==> src/rtl/a2d_sched.sv <==
// rtl/a2d_sched.sv - round-robin arbiter sequencing two-frame A2D conversions on the shared SPI master
module a2d_sched #(
    parameter logic [2:0] CH0        = 3'd0,
    parameter logic [2:0] CH1        = 3'd1,
    parameter logic [2:0] CH2        = 3'd4,
    parameter logic [2:0] CH3        = 3'd5,
    parameter int         GAP_CYCLES = 16,
    parameter int         TIMEOUT    = 4096
) (
    input  logic        clk,
    input  logic        rst,
    input  logic [3:0]  req,
    input  logic        clr_err,
    output logic        wrt,
    output logic [15:0] cmd,
    input  logic        done,
    input  logic [15:0] rd_data,
    output logic [11:0] res0,
    output logic [11:0] res1,
    output logic [11:0] res2,
    output logic [11:0] res3,
    output logic [3:0]  vld,
    output logic        busy,
    output logic        err
);

    typedef enum logic [2:0] {
        S_IDLE,
        S_CMD1,
        S_WAIT1,
        S_CMD2,
        S_WAIT2,
        S_ABORT,
        S_GAP
    } state_t;

    localparam logic [15:0] TO_LAST  = 16'(TIMEOUT - 1);
    localparam logic [7:0]  GAP_LAST = 8'(GAP_CYCLES - 1);

    state_t            state_q, state_d;
    logic [3:0]        pending_q, pending_d;
    logic [1:0]        gnt_q, gnt_d;
    logic [15:0]       cmd_q, cmd_d;
    logic [3:0][11:0]  res_q, res_d;
    logic [3:0]        vld_q, vld_d;
    logic              err_q, err_d;
    logic [15:0]       wait_q, wait_d;
    logic [7:0]        gap_q, gap_d;

    logic [3:0]        clr_mask;
    logic [1:0]        arb_idx;
    logic [1:0]        cand;
    logic              arb_found;
    logic              unused_rd_hi;

    assign unused_rd_hi = ^rd_data[15:12];

    function automatic logic [2:0] ch_sel(input logic [1:0] idx);
        case (idx)
            2'd0:    ch_sel = CH0;
            2'd1:    ch_sel = CH1;
            2'd2:    ch_sel = CH2;
            default: ch_sel = CH3;
        endcase
    endfunction

    // Scan starts one past the last grant so the previous winner is considered last.
    always_comb begin
        arb_idx   = gnt_q;
        arb_found = 1'b0;
        cand      = gnt_q;
        for (int i = 1; i <= 4; i++) begin
            cand = gnt_q + 2'(i);
            if (!arb_found && pending_q[cand]) begin
                arb_idx   = cand;
                arb_found = 1'b1;
            end
        end
    end

    always_comb begin
        state_d  = state_q;
        gnt_d    = gnt_q;
        cmd_d    = cmd_q;
        res_d    = res_q;
        vld_d    = 4'b0000;
        wait_d   = wait_q;
        gap_d    = gap_q;
        clr_mask = 4'b0000;

        case (state_q)
            S_IDLE: begin
                if (arb_found) begin
                    gnt_d   = arb_idx;
                    cmd_d   = {2'b00, ch_sel(arb_idx), 11'h000};
                    state_d = S_CMD1;
                end
            end
            S_CMD1: begin
                wait_d  = 16'd0;
                state_d = S_WAIT1;
            end
            S_WAIT1: begin
                if (done) begin
                    state_d = S_CMD2;
                end else if (wait_q == TO_LAST) begin
                    state_d = S_ABORT;
                end else begin
                    wait_d = wait_q + 16'd1;
                end
            end
            S_CMD2: begin
                wait_d  = 16'd0;
                state_d = S_WAIT2;
            end
            S_WAIT2: begin
                if (done) begin
                    res_d[gnt_q]    = rd_data[11:0];
                    vld_d[gnt_q]    = 1'b1;
                    clr_mask[gnt_q] = 1'b1;
                    gap_d           = 8'd0;
                    state_d         = S_GAP;
                end else if (wait_q == TO_LAST) begin
                    state_d = S_ABORT;
                end else begin
                    wait_d = wait_q + 16'd1;
                end
            end
            S_ABORT: begin
                clr_mask[gnt_q] = 1'b1;
                gap_d           = 8'd0;
                state_d         = S_GAP;
            end
            S_GAP: begin
                if (gap_q == GAP_LAST) begin
                    state_d = S_IDLE;
                end else begin
                    gap_d = gap_q + 8'd1;
                end
            end
            default: state_d = S_IDLE;
        endcase

        // A request arriving on the clearing edge re-arms the bit.
        pending_d = (pending_q & ~clr_mask) | req;

        err_d = clr_err ? 1'b0 : err_q;
        if (state_q == S_ABORT) begin
            err_d = 1'b1;
        end
    end

    always_ff @(posedge clk) begin
        if (rst) begin
            state_q   <= S_IDLE;
            pending_q <= 4'b0000;
            gnt_q     <= 2'd3;
            cmd_q     <= 16'h0000;
            res_q     <= '0;
            vld_q     <= 4'b0000;
            err_q     <= 1'b0;
            wait_q    <= 16'd0;
            gap_q     <= 8'd0;
        end else begin
            state_q   <= state_d;
            pending_q <= pending_d;
            gnt_q     <= gnt_d;
            cmd_q     <= cmd_d;
            res_q     <= res_d;
            vld_q     <= vld_d;
            err_q     <= err_d;
            wait_q    <= wait_d;
            gap_q     <= gap_d;
        end
    end

    assign wrt  = (state_q == S_CMD1) || (state_q == S_CMD2);
    assign busy = (state_q != S_IDLE);
    assign cmd  = cmd_q;
    assign vld  = vld_q;
    assign err  = err_q;
    assign res0 = res_q[0];
    assign res1 = res_q[1];
    assign res2 = res_q[2];
    assign res3 = res_q[3];

endmodule

==> config.mk <==
export PLATFORM = sky130hd
export DESIGN_NAME = a2d_sched
export DESIGN_NICKNAME = d
export VERILOG_FILES = /design/src/rtl/a2d_sched.sv
export SDC_FILE = /design/constraint.sdc
export NUM_CORES = 1
export LEC_CHECK = 0
export CELL_PAD_IN_SITES_DETAIL_PLACEMENT = 1
export CELL_PAD_IN_SITES_GLOBAL_PLACEMENT = 2
export CORE_MARGIN = 8
export CORE_UTILIZATION = 28
export DETAILED_ROUTE_END_ITERATION = 7
export PLACE_DENSITY_LB_ADDON = 0.1
export SKIP_CTS_REPAIR_TIMING = 1
export SYNTH_ARGS = -nofsm -noshare
export SYNTH_HDL_FRONTEND = slang
export SYNTH_SLANG_ARGS = --single-unit
==> constraint.sdc <==
create_clock -name clk -period 2.83 [get_ports clk]
set_input_delay 0.4245 -clock clk [delete_from_list [all_inputs] [get_ports clk]]
set_output_delay 0.4245 -clock clk [all_outputs]
set_load 0.1 [all_outputs]
# Word level (Yosys, flattened, before mapping)
# Index checks and enable logic that the tools add are counted.
word_totals:
  wordCells: 102
  ff_bits: 89
  input_bits: 24
  output_inout_bits: 71
op_classes:
  n_addsub: 5
  n_reduce_logical: 22
  magnitude_cmp: 5
  n_eq_ne: 16
  mux: 38
  bitwise: 4
op_table:
  columns: ["operator", "count"]
  rows:
  - ["$bwmux 48", 1]
  - ["$mux 16", 2]
  - ["$pmux 16 s2", 1]
  - ["$demux 12 s2", 1]
  - ["$pmux 8 s3", 1]
  - ["$pmux 3 s7", 1]
  - ["$add 16x1->16 const B", 1]
  - ["$eq 16x12->1 const B", 1]
  - ["$mux 8", 2]
  - ["$mux 3", 5]
  - ["$lt 2x3->1 const B", 4]
  - ["$mux 12", 1]
  - ["$ne 2x2->1 const B", 6]
  - ["$mux 1", 11]
  - ["$eq 3x3->1 const B", 3]
  - ["$pmux 3 s3", 1]
  - ["$add 8x1->8 const B", 1]
  - ["$bmux 1 s2", 4]
  - ["$eq 8x4->1 const B", 1]
  - ["$mux 2", 4]
  - ["$pmux 4 s2", 1]
  - ["$eq 3x2->1 const B", 2]
  - ["$reduce_and 2->1", 3]
  - ["$reduce_and 3->1", 2]
  - ["20 further kinds", 30]

# Longest topological paths before layout
# Gate-level depths: netlist of run 1.
depth:
  depth_word: 15
  mapped_depth: 6
  ltp_nobuf: 6

# Worst setup path before layout of run 1
# Ideal clock, no wire load.
synth_path:
  path_type: "input to register"
  from: "input port done"
  to: "register wait_q[10]"
  setup_ns: 0.070
  slack_ns: 0.742
  path_buffers: 2
  required_ns: 2.760
  path_stages: 6
  arrival_ns: 2.018
  cell_sequence: "or2_0 buf_6 or4b_1 buf_2 or4_1 a21oi_1"
synth_via:
  elab_chain_len: 2
synth_lines:
  columns: ["item", "line_no", "source"]
  rows:
  - ["start: declaration", "16", "input logic done,"]
  - ["$ne 2x2->1 (no source line)", null, null]
  - ["$reduce_and 3->1 (no source line)", null, null]
  - ["end signal: assignment", "172", "wait_q <= wait_d;"]
  - ["end: declaration", "47", "logic [15:0] wait_q, wait_d;"]
# No other way between the ends.
# A chain may end at the register's enable or synchronous reset.

# Worst setup path after layout of run 1
layout_path:
  from: "register state_q[1]"
  to: "register wait_q[10]"
layout_via:
  elab_chain_len: 4
  word_cells_on_any_way: 11
  cone_classes: "eq/ne (6); mux (1); reduce/logical (4)"
layout_lines:
  columns: ["item", "line_no", "source"]
  rows:
  - ["start: declaration", "40", "state_t state_q, state_d;"]
  - ["start signal: assignment", "165", "state_q <= state_d;"]
  - ["$eq 3x3->1 (tied with other cells)", "91", "case (state_q)"]
  - ["$reduce_or 2->1 (no source line)", null, null]
  - ["$ne 2x2->1 (no source line) / $reduce_bool 2->1 (equally long branches)", null, null]
  - ["$reduce_and 3->1 (no source line)", null, null]
# Several ways; a longest one is shown, not always the timed one.

==> results of run 1 <==
## cell families (layout without fill, tap and decap cells)
| group | count (synthesis) | in the layout | share of synthesized area, % |
|---|---|---|---|
| muxes | 11 | 11 | 2.90 |
| DFF | 88 | 88 | 45.4 |
| and+or+nand+nor | 212 | 212 | 25.9 |
| xor gates and xnor gates | 2 | 2 | 0.452 |
| buffers and inverters | 45 | 106 | 6.26 |
| adders and majority gates | 6 | 6 | 1.93 |
| other | 1 | 14 | 0.0967 |
| AOI/OAI and AO/OA | 117 | 117 | 17.1 |
## power breakdown
group / internal [W] / switching (W)
sequential: 0.00126 / 0.0000397
combinational: 0.000129 / 0.000353
clock: 0.000710 / 0.000516
total: 0.00210 / 0.000908
## cell usage after synthesis, types with 2 or more instances
master,instances
nand2_1,118
or4_1,10
buf_4,15
inv_1,6
o211ai_1,5
nor3_1,4
and2_1,5
ha_1,6
buf_2,7
nand2b_1,11
o21a_1,2
nor4_1,4
nor2_1,15
nand4_1,4
o31ai_1,6
and3_1,3
a211o_1,3
mux2i_1,9
mux2_2,2
nand3_1,15
a21oi_1,80
dfxtp_1,88
nand4b_1,2
o311ai_0,2
o21ai_0,10
o41ai_1,2
or3_1,9
clkbuf_1,15
nor2b_1,3
a31oi_1,2
## registers in the layout (all words and copies together) (netlist names)
signal     cells
wait_q        16
res0          12
res1          12
res2          12
res3          12
gap_q          8
pending_q      4
vld            4
state_q        3
cmd            2
gnt_q          2
err            1
## per-stage QoR
step	area [µm²]	hold slack, ns	std cells	power [W]	setup WS [ns]
final	4910	0.454	736	0.00301	0.615
after global routing	4910	0.483	736	0.00316	0.497
after CTS	4910	0.458	736	0.00306	0.614
after detailed placement	4610	0.448	720	0.00182	0.283
after global placement	4610	0.442	720	0.00181	0.314
after floorplan	3930	0.445	495	0.00171	0.742
## worst min-delay path, stage by stage (launching register included)
cell and delay, ns:
dfxtp_1 0.31, nand2_1 0.05, a21oi_1 0.05
## how the worst max path moves through the flow
stage,end,slack [ns],cells past startpoint
finish,wait_q[10],0.62,4
global route,wait_q[10],0.50,4
CTS,wait_q[10],0.61,4
detailed placement,wait_q[10],0.28,5
global placement,wait_q[10],0.31,5
floorplan,wait_q[10],0.74,6
## layer usage
layer  global-route usage, %  up-vias  wire, µm
met4                    4.55        0       103
met1                    16.9     1724      5630
met2                    22.6       63      5840
met3                    3.80        8       482
li1                        -     1788         -
met5                       0        -         0
## area by class of cell
cell class | instances | area, µm² | share of cell area, %
multi-input combinational | 362 | 1920 | 39.2
sequential | 88 | 1760 | 35.9
timing repair buffer | 84 | 673 | 13.7
clock buffer | 10 | 239 | 4.86
tap | 180 | 225 | 4.58
clock inverter | 6 | 66.3 | 1.35
inverter | 6 | 22.5 | 0.458
==> flow_summary.toml, run 1 <==
[layout]
most-common-layout-cells = "nand2_1 (118), dfxtp_1 (88), a21oi_1 (80), buf_4 (65), clkdlybuf4s50_1 (18)"
most_common_library_cell_in_the_layout_ignoring_fill_and_taps = "nand2_1"
final_cell_utilization_of_the_core_pct = 35.8
num-fill-cells = 1685
syn_to_final_growth_pct = 26.6
final_net_count = 581
num_antenna_cells = 0
drive_above_1_share_pct = 15.5

[clock_tree]
clk_transition_reported_paths_ns = 0.07
clock_insertion_delay_worst_skew_ns = 0.34
cts_tree = "yes"
tritoncts.num_buffers = 9
cts_num_sinks = 88
clock_tree.htree_level_count = 3
clk_root_buffer_cell = "clkbuf_16"
cts-root-to-sink-buffers = 2

[pwr]
power.static_leakage_nw = 1.83
power.density_cell_area_nw_per_um2 = 613
worst_ir_drop_vdd_mv = 0.269

[floorplan]
dieArea_um2 = 17900
coreArea_um2 = 13700
fp.dieW_um = 134
boundaryPins = 95
floorplan.initialDensity_pct = 28.3
num_rows = 43
fp.dieH_um = 134

[timing]
timing.final.setup_violations = 0
clock_skew_ns = 0.00910
rsz_0062_raised_after_global_routing = "no"
timing_max_transition_violations_final = 0
worst_slew_pin_slew_ns = 0.838
setup_total_negative_slack_ns = 0
min_period_ns = 2.21
slew_headroom_pct = 44.1
final-hold-violation-count = 0
max_clock_freq_mhz = 452
min_period_over_period_pct = 78.3

[critical_path]
critPathTopFamily = "simple AND/OR/NAND/NOR gates"
worstRegToRegCells = 4
r2r-end = "wait_q[10]"
cpPeakStageDelay_ns = 0.71
cp.required_ns = 3.09
setup.worst_path.class = "flop to flop"
critical_path.slowest_cell = "or4b_1"
worstSetupStartpointType = "flop"
worstSetupEndpointType = "flop"
setup.reg_to_reg.worst_slack_ns = 0.62
critical_path_at_ns = 2.48
critical_path.reg2reg.startpoint = "state_q[1]"
timing.critical_path.buf_inv = 0
worstPathMaxFanout = 10
crit_path_cell_trace = "xnor2_1 -> or4b_1 -> or4_1 -> a21oi_1"
source_of_the_critical_timing_path = "state_q[1]"

[synthesis]
synth_sequential_area_ratio_pct = 45.4
synthCells = 482
synth.ff_latch_count = 88
synth_largest_area_cell = "dfxtp_1"
synth_edf_count = 0
postSynthAreaPerCell_um2 = 8.05
ys_warn_count = 0
fraction_of_registers_with_async_set_reset_pct = 0
synthTopCellsByArea = "dfxtp_1 (45%), nand2_1 (11%), a21oi_1 (10%)"
yosys.cell_types.count = 49
share_of_the_synthesized_area_in_the_top_cell_type_pct = 45.4
synth_ff_type = "dfxtp_1"
post_synth_design_cell_area_um2 = 3880

[global_routing]
grt_start_max_net_pins = 44
grt_usage_pct = 13.7
grt_first_pass_wirelength_um = 19700
number_of_global_route_vias_before_repair = 3606
globalRoute.totalOverflow = 0
antenna_found_initial = 0

[run_status]
run_status = "finished clean"

[routing]
ant_nets = 0
drt_pass1_iterations = 4
detail_route.iter0.violations = 112
detail_route.drc_violations = 0
drt-wirelength-per-cell_um = 16.4
wire_length_reported_by_the_detailed_router_um = 12100
routed_via_density = 4.87
routed-via-count = 3583

[hold_path]
hold_path.class = "flop to flop"
whs_path_depth = 2
whs_endpoint = "res2[6]"
hold_path_startpoint = "res2[6]"

[place]
port_buffers = 76
gp_congestion = 0.725
place.detailed.hpwl_um = 8710

[run]
max_capacitance_violation_count = 0
No activity file was read; power rests on OpenSTA's default activity.
==> run 2: changes to the inputs <==
Clock period 2.83 ns to 2.05 ns, I/O delays scaled along.
==> run 2 against run 1 <==
Sequential share of layout area fell by 2.2 points. Global-route usage is 0.081 points higher. Highest routed layer unchanged. Non-clock buffer count is 30 higher.
==> flow_summary.toml, run 2 (same netlist as run 1, synthesis figures left out) <==
[clock_tree]
cts_num_sinks = 88
cts_tree = "yes"
clock_tree.htree_level_count = 3
cts-root-to-sink-buffers = 2
clock_insertion_delay_worst_skew_ns = 0.35
clk_root_buffer_cell = "clkbuf_16"
clk_transition_reported_paths_ns = 0.07
tritoncts.num_buffers = 9

[routing]
drt_pass1_iterations = 6
routed_via_density = 4.83
drt-wirelength-per-cell_um = 16.1
detail_route.drc_violations = 0
routed-via-count = 3702
ant_nets = 0
detail_route.iter0.violations = 121
wire_length_reported_by_the_detailed_router_um = 12300

[global_routing]
grt_usage_pct = 13.8
number_of_global_route_vias_before_repair = 3770
grt_start_max_net_pins = 50
globalRoute.totalOverflow = 0
grt_first_pass_wirelength_um = 19600
antenna_found_initial = 0

[critical_path]
critical_path_at_ns = 2.24
worstSetupStartpointType = "input port"
worstSetupEndpointType = "flop"
r2r-end = "wait_q[10]"
cp.required_ns = 2.32
worstPathMaxFanout = 10
setup.worst_path.class = "input port to flop"
critical_path.reg2reg.startpoint = "wait_q[5]"
worstRegToRegCells = 4
setup.reg_to_reg.worst_slack_ns = 0.12

[pwr]
combPwrFrac_pct = 18.8
power.static_leakage_nw = 2.02
power.share.clock_pct = 38.3
power.density_cell_area_nw_per_um2 = 790
total_switching_power_w = 0.00126
p_int_w = 0.00287
seqPwrFrac_pct = 42.9
worst_ir_drop_vdd_mv = 0.314
switching_share_pct = 30.5

[floorplan]
dieArea_um2 = 17900
floorplan.initialDensity_pct = 28.3
fp.dieW_um = 134
fp.dieH_um = 134
num_rows = 43
coreArea_um2 = 13700
boundaryPins = 95

[timing]
max_clock_freq_mhz = 508
whs_ns = 0.329
min_period_over_period_pct = 96.1
min_period_ns = 1.97
timing.final.setup_violations = 0
final-hold-violation-count = 0
timing_max_transition_violations_final = 0
rsz_0062_raised_after_global_routing = "no"
worst_slew_pin_slew_ns = 0.539
clock_skew_ns = 0.00936
post-route-worst-setup-slack_ns = 0.0807
slew_headroom_pct = 64.1

[run_status]
run_status = "finished clean"

[hold_path]
hold_path.class = "input port to flop"
hold_path_startpoint = "rst"
whs_path_depth = 2
whs_endpoint = "wait_q[0]"

[layout]
syn_to_final_growth_pct = 34.9
final_net_count = 611
largest_register_ff_count = 16
most_common_library_cell_in_the_layout_ignoring_fill_and_taps = "nand2_1"
biggest_register = "wait_q"
drive_above_1_share_pct = 20.0
num-fill-cells = 1642
multi_input_area_um2 = 1930
num_antenna_cells = 0
finish.cell_count_without_fillers = 766
most-common-layout-cells = "nand2_1 (118), dfxtp_1 (88), buf_4 (86), a21oi_1 (80), clkdlybuf4s50_1 (18)"
register_area_um2 = 1760

[place]
gp_congestion = 0.731
place.detailed.hpwl_um = 9120
port_buffers = 76
placed_cells_incl_taps = 750
placement.setup.worst_slack_ns = -0.382

[run]
max_capacitance_violation_count = 0
## run 2: per-stage QoR
stage               TNS [ns]  cell area (µm²)  total power (W)  utilization, %
floorplan                  0             3930          0.00236               -
global placement       -1.40             4940          0.00258            36.0
detailed placement     -1.65             4940          0.00259            36.0
CTS                  -0.0136             5230          0.00420            38.1
global route               0             5230          0.00433            38.1
finish                     0             5230          0.00413            38.1
## run 2: layout make-up
class / instances / area share, %
Tap cell: 180 / 4.30
Timing Repair Buffer: 114 / 19.3
Multi-Input combinational cell: 362 / 36.8
Clock buffer: 11 / 4.83
Sequential cell: 88 / 33.7
Clock inverter: 5 / 0.598
Inverter: 6 / 0.430
## run 2: critical path, stage by stage
cell and delay [ns]:
clkdlybuf4s50_1 0.43, or2_0 0.23, or4b_4 0.59, or4_1 0.52, a21oi_1 0.15
## run 2: power by group through the flow
stage | combinational [W] | sequential, W | clock, W
final | 0.000777 | 0.00177 | 0.00158
after global routing | 0.000829 | 0.00178 | 0.00172
after CTS | 0.000785 | 0.00177 | 0.00165
after detailed placement | 0.000784 | 0.00181 | 0
after global placement | 0.000772 | 0.00181 | 0
after floorplan | 0.000459 | 0.00190 | 0
## run 2: worst max-delay path by stage
stage,startpoint,to,slack [ns],depth (start not counted)
CTS,done,wait_q[10],-0.01,5
global route,wait_q[5],wait_q[10],0.002,4
finish,done,wait_q[10],0.08,5
floorplan,state_q[0],wait_q[10],0.07,6
detailed placement,done,wait_q[10],-0.38,5
global placement,done,wait_q[10],-0.34,5
## run 2: metal layers
layer / track usage, % / vias up / part of all wire [%]
li1: - / 1847 / -
met1: 15.2 / 1784 / 43
met2: 24.4 / 60 / 51
met3: 4.14 / 11 / 4.7
met4: 5.24 / 0 / 1.5
met5: 0 / - / 0
